`config.mk`:
```
export PLATFORM = sky130hd
export DESIGN_NAME = reg_file_2r1w_flat
export DESIGN_NICKNAME = d
export VERILOG_FILES = /design/src/rtl/reg_file_2r1w_pkg.sv /design/src/rtl/reg_file_2r1w_if.sv /design/src/rtl/reg_file_2r1w_read_port.sv /design/src/rtl/reg_file_2r1w.sv /design/src/flat_wrapper.sv
export SDC_FILE = /design/constraint.sdc
export NUM_CORES = 2
export LEC_CHECK = 0
export ABC_AREA = 0
export CORE_MARGIN = 2
export CORE_UTILIZATION = 25
export CTS_BUF_LIST = sky130_fd_sc_hd__clkbuf_8
export CTS_CLUSTER_SIZE = 14
export DETAILED_ROUTE_END_ITERATION = 7
export PLACE_DENSITY = 0.44
export RECOVER_POWER = 25
export SLEW_MARGIN = 20
export SYNTH_ARGS = -nofsm -noshare
export SYNTH_HDL_FRONTEND = slang
export SYNTH_SLANG_ARGS = --single-unit
```
`constraint.sdc`:
```
create_clock -name CLK -period 101.7 [get_ports CLK]
set_input_delay 20.34 -clock CLK [delete_from_list [all_inputs] [get_ports CLK]]
set_output_delay 20.34 -clock CLK [all_outputs]
set_load 0.02 [all_outputs]
```
`src/rtl/reg_file_2r1w_pkg.sv`:
```
// reg_file_2r1w shared constants: default widths, zero register, flag bits.
// No ports; imported by the register file, its read port and interface.
package reg_file_2r1w_pkg;

  localparam int DATA_W_DEF = 32;
  localparam int ADDR_W_DEF = 5;
  localparam int REG_ZERO   = 0;

  localparam int FLAG_OVF  = 2;
  localparam int FLAG_ZERO = 1;
  localparam int FLAG_COUT = 0;
  localparam int FLAG_W    = 3;

  typedef logic [FLAG_W-1:0] flags_t;

endpackage

```
`src/rtl/reg_file_2r1w_if.sv`:
```
// Register file bus: two read ports, one write port, ALU flag inputs.
// master = ALU/decoder side, slave = register file.
interface reg_file_2r1w_if
  import reg_file_2r1w_pkg::*;
#(
  parameter int DATA_W = DATA_W_DEF,
  parameter int ADDR_W = ADDR_W_DEF
) ();

  logic [ADDR_W-1:0] RA1;
  logic [ADDR_W-1:0] RA2;
  logic [DATA_W-1:0] RD1;
  logic [DATA_W-1:0] RD2;
  logic              WE;
  logic [ADDR_W-1:0] WA;
  logic [DATA_W-1:0] WD;
  logic              FLAG_WE;
  logic              OVERFLOW_IN;
  logic              ZERO_IN;
  logic              COUT_IN;
  flags_t            FLAGS;

  modport master (
    output RA1, RA2, WE, WA, WD,
    output FLAG_WE, OVERFLOW_IN,
    output ZERO_IN, COUT_IN,
    input  RD1, RD2, FLAGS
  );

  modport slave (
    input  RA1, RA2, WE, WA, WD,
    input  FLAG_WE, OVERFLOW_IN,
    input  ZERO_IN, COUT_IN,
    output RD1, RD2, FLAGS
  );

endinterface

```
`src/rtl/reg_file_2r1w_read_port.sv`:
```
// One combinational read port: decode, r0 gate, optional write bypass.
// Ports: ra, regs (all entries), we/wa/wd (write port), rd.
module reg_file_read_port
  import reg_file_2r1w_pkg::*;
#(
  parameter int DATA_W = DATA_W_DEF,
  parameter int ADDR_W = ADDR_W_DEF,
  parameter int BYPASS = 1
) (
  input  logic [ADDR_W-1:0] ra,
  input  logic [(2**ADDR_W)-1:0][DATA_W-1:0] regs,
  input  logic              we,
  input  logic [ADDR_W-1:0] wa,
  input  logic [DATA_W-1:0] wd,
  output logic [DATA_W-1:0] rd
);

  logic is_zero;
  logic hit;

  assign is_zero = (ra == ADDR_W'(REG_ZERO));

  // wa!=0 keeps hit and is_zero mutually exclusive
  assign hit = (BYPASS != 0) && we
             && (wa == ra)
             && (wa != ADDR_W'(REG_ZERO));

  always_comb begin
    rd = '0;
    unique case (1'b1)
      is_zero: rd = '0;
      hit:     rd = wd;
      default: rd = regs[ra];
    endcase
  end

endmodule

```
`src/rtl/reg_file_2r1w.sv`:
```
// 2-read/1-write register file with r0 hardwired to zero and flag latch.
// Ports: CLK, RESET (async, high), bus (slave: read, write, flag signals).
module reg_file_2r1w
  import reg_file_2r1w_pkg::*;
#(
  parameter int DATA_W = DATA_W_DEF,
  parameter int ADDR_W = ADDR_W_DEF,
  parameter int BYPASS = 1
) (
  input logic CLK,
  input logic RESET,
  reg_file_2r1w_if.slave bus
);

  localparam int NREG = 2**ADDR_W;

  logic [NREG-1:0][DATA_W-1:0] mem;
  flags_t flags_q;

  logic wr_en;

  assign wr_en = bus.WE
              && (bus.WA != ADDR_W'(REG_ZERO));

  always_ff @(posedge CLK or posedge RESET) begin
    if (RESET) begin
      mem <= '0;
    end else if (wr_en) begin
      mem[bus.WA] <= bus.WD;
    end
  end

  always_ff @(posedge CLK or posedge RESET) begin
    if (RESET) begin
      flags_q <= '0;
    end else if (bus.FLAG_WE) begin
      flags_q[FLAG_OVF]  <= bus.OVERFLOW_IN;
      flags_q[FLAG_ZERO] <= bus.ZERO_IN;
      flags_q[FLAG_COUT] <= bus.COUT_IN;
    end
  end

  assign bus.FLAGS = flags_q;

  reg_file_read_port #(
    .DATA_W(DATA_W),
    .ADDR_W(ADDR_W),
    .BYPASS(BYPASS)
  ) u_rp1 (
    .ra  (bus.RA1),
    .regs(mem),
    .we  (bus.WE),
    .wa  (bus.WA),
    .wd  (bus.WD),
    .rd  (bus.RD1)
  );

  reg_file_read_port #(
    .DATA_W(DATA_W),
    .ADDR_W(ADDR_W),
    .BYPASS(BYPASS)
  ) u_rp2 (
    .ra  (bus.RA2),
    .regs(mem),
    .we  (bus.WE),
    .wa  (bus.WA),
    .wd  (bus.WD),
    .rd  (bus.RD2)
  );

endmodule

```
`src/flat_wrapper.sv`:
```
// flat-port wrapper written by rule: the top's interface ports become plain ports
module reg_file_2r1w_flat import reg_file_2r1w_pkg::*;
#(
  parameter int DATA_W = DATA_W_DEF,
  parameter int ADDR_W = ADDR_W_DEF,
  parameter int BYPASS = 1
)
  (CLK, RESET, bus_RA1, bus_RA2, bus_WE, bus_WA, bus_WD, bus_FLAG_WE, bus_OVERFLOW_IN, bus_ZERO_IN, bus_COUT_IN, bus_RD1, bus_RD2, bus_FLAGS);
  reg_file_2r1w_if #(.DATA_W(DATA_W), .ADDR_W(ADDR_W)) bus_i ();
  input logic CLK;
  input logic RESET;
  input wire logic [$bits(bus_i.RA1)-1:0] bus_RA1;
  input wire logic [$bits(bus_i.RA2)-1:0] bus_RA2;
  input wire logic [$bits(bus_i.WE)-1:0] bus_WE;
  input wire logic [$bits(bus_i.WA)-1:0] bus_WA;
  input wire logic [$bits(bus_i.WD)-1:0] bus_WD;
  input wire logic [$bits(bus_i.FLAG_WE)-1:0] bus_FLAG_WE;
  input wire logic [$bits(bus_i.OVERFLOW_IN)-1:0] bus_OVERFLOW_IN;
  input wire logic [$bits(bus_i.ZERO_IN)-1:0] bus_ZERO_IN;
  input wire logic [$bits(bus_i.COUT_IN)-1:0] bus_COUT_IN;
  output wire logic [$bits(bus_i.RD1)-1:0] bus_RD1;
  output wire logic [$bits(bus_i.RD2)-1:0] bus_RD2;
  output wire logic [$bits(bus_i.FLAGS)-1:0] bus_FLAGS;
  assign bus_i.RA1 = bus_RA1;
  assign bus_i.RA2 = bus_RA2;
  assign bus_i.WE = bus_WE;
  assign bus_i.WA = bus_WA;
  assign bus_i.WD = bus_WD;
  assign bus_i.FLAG_WE = bus_FLAG_WE;
  assign bus_i.OVERFLOW_IN = bus_OVERFLOW_IN;
  assign bus_i.ZERO_IN = bus_ZERO_IN;
  assign bus_i.COUT_IN = bus_COUT_IN;
  assign bus_RD1 = bus_i.RD1;
  assign bus_RD2 = bus_i.RD2;
  assign bus_FLAGS = bus_i.FLAGS;
  reg_file_2r1w #(.DATA_W(DATA_W), .ADDR_W(ADDR_W), .BYPASS(BYPASS)) u_core (.CLK(CLK), .RESET(RESET), .bus(bus_i));
endmodule
```
==> run metrics <==
status finished with violations; failing checks max-capacitance violations, max-slew violations; post-route ant nets 0; Die H 473 um; met2 GRT Util 0.300; Fill cells 22100; clock tree buffer depth 3; Via density 5.23; pre-CTS setup slack between 50000 and 60000 ps; Post-Syn Area per Cell 15.3 um^2; DRC 0; Die ar. 0.224 mm^2; Initial Util 0.251; remaining global-route overflow 0; CP max FO 52; WL per Instance about 30 um; setup bufs post-CTS 0; largest net degree at the start of global routing 173; Yosys top cell area share 0.467; clk_lat worst skew ~930 ps; Syn Nets about 3600; fraction of registers with async set/reset 1.00; Critical Path End Type output pin; PortBufs 120; worst slew pin tran 7500 ps; Final setup viols 0; Layout area overhead 13.4%; Post-synth EDFFs 0; Core Area 0.219 mm^2; critical path's most frequent cell buf_4; first-pass GRT wire length 287000 um; FF+latch count, synth approximately 1000; Die Wd ~470 um; Fin. Hold Viols 0; Synth cell types 47; crit start category input pin; Primary FF master, synth dfrtp_1; synthesized area 0.0550 mm^2; RSZ-0062 raised after global routing false; overall via count from detail_route 34400; ranking of synthesized cells by area dfrtp_1 47%, mux4_2 21%, mux2_2 21%; skew final 0 ps; hold_buf cts 0; initial drt markers 2298; Seq/Total Area, Yosys 0.467; vias in the first global route between 30000 and 40000; Final WS setup 55930 ps; HPWL after DPL 110000 um; Cell Rows around 170; Pleak around 26 nW; pwr dens 19.2 mW/mm^2; first drt pass iteration count 7; Slew Limit Headroom -4.00; ratio of cells with drive above 1 in the final layout 0.522; Max Cap Viol 9; I/O Pins 121; clk slew on worst S/H paths 60 ps; critical-path cell list buf_8, buf_16, buf_4, xor2_1, a2111oi_2, a211oi_4, buf_4, nor3b_1, a221o_1, clkdlybuf4s50_1; Peak VDD IR 0.00000904 V; Syn Inst Count 3585; clk root buf clkbuf_8; HP Class flip-flop to flip-flop; final WL about 200000 um; fin crit period 45770 ps; maximum clock frequency approximately 22 MHz; CP required between 80000 and 90000 ps; Final GP Congestion approximately 0.76; GRT Overall Usage 0.178; met3 usage 0.0286; most common cell in the netlist dfrtp_1; TNS Setup 0 ps; CP max-delay cell buf_4; CTS tree built; met1 usage in global routing 0.233; Slew Limit Fails between 400 and 500; post-cts sizing count 0; gr busiest metal met2; post-synth top area cell dfrtp_1; clk sinks 1027; Synth Warn # 0; top cells by count, synth 1027 x dfrtp_1, 1015 x mux2_2, 513 x mux4_2; final period utilization 0.450; antenna violations before repair 10; htree depth 4; NumNets Final 3618; cts bufs inserted 187; WS Path Type input pin to output pin; CP Data Arrival Time approximately 25000 ps; max incr delay on CP 820 ps
## sequential cells by signal (all words and copies together) (netlist names)
| signal | cells |
|---|---|
| u_core.mem | 1024 |
| u_core.bus.FLAGS | 3 |
## path summary, 6_finish.rpt
path | from | slack (ps) | end | depth (start not counted)
worst max-delay path | bus_RA1[1] | 55930 | bus_RD1[1] | 10
worst min-delay path | u_core.mem[18] | 390 | u_core.mem[18] | 0
worst max register to register | u_core.mem[402] | 100890 | u_core.mem[402] | 1
worst min register to register | u_core.mem[18] | 390 | u_core.mem[18] | 0
max in group asynchronous | RESET | 71540 | u_core.mem[155] | 3
min in group asynchronous | RESET | 21380 | u_core.mem[793] | 2
## critical path: cells and delay by family
family | cells | cell delay, ps
buffers and inverters | 5 | 2690
and+or+nand+nor | 1 | 820
xor gates and xnor gates | 1 | 230
AOI/OAI and AO/OA | 3 | 1130
## where the power goes
part | internal (mW) | switching, mW | total [mW]
clock network | 0.210 | 0.186 | 0.396
logic | 0.152 | 0.108 | 0.260
registers | 0.486 | 0.0546 | 0.541
## metrics by stage
step	std cells	power, mW	utilization	instance area, um^2	hold WS, ps
3_5_place_dp	6244	0.808	0.268	58800	383
2_1_floorplan	3585	0.727	-	55000	441
3_3_place_gp	6244	0.803	0.268	58800	377
6_report	6573	1.20	0.284	62400	393
4_1_cts	6564	1.21	0.285	62400	396
5_1_grt	6573	1.26	0.284	62400	409
## logic make-up after synthesis
family	share of synthesized area
flops	0.467
compound gates	0.0345
simple gates	0.0232
buf+inv	0.0381
xor+xnor	0.00159
mux	0.435
## layer usage
metal / up-vias / wire (um) / share of wire
li1: 14000 / - / -
met1: 19300 / 85700 / 0.43
met2: 859 / 98800 / 0.50
met3: 293 / 8780 / 0.044
met4: 0 / 5910 / 0.030
met5: - / 0 / 0
## layout make-up
| cell class | count | area (um^2) | area share |
|---|---|---|---|
| multi-input combinational | 2128 | 27400 | 0.439 |
| clock inverter | 88 | 458 | 0.00734 |
| antenna | 7 | 17.5 | 0.000281 |
| sequential | 1027 | 25700 | 0.412 |
| timing repair buffer | 218 | 2010 | 0.0322 |
| clock buffer | 232 | 3190 | 0.0512 |
| inverter | 2 | 8.76 | 0.000140 |
| tap | 2871 | 3590 | 0.0576 |
## placed cells by master (no fill, tap or decap), drive strengths merged, types with 28 or more instances in the layout
cell type      netlist  layout
mux2i               92      92
clkbuf             196     237
o22ai              112     112
mux2              1018    1018
clkdlybuf4s50        0     101
nor2b               41      41
nor2                39      39
nor3                28      28
a211oi              32      32
nand2               65      65
nor3b               36      36
inv                  2      63
buf                232     107
a221o               32      32
mux4               513     513
dfrtp             1027    1027
Power figures use the tool's default switching activity.
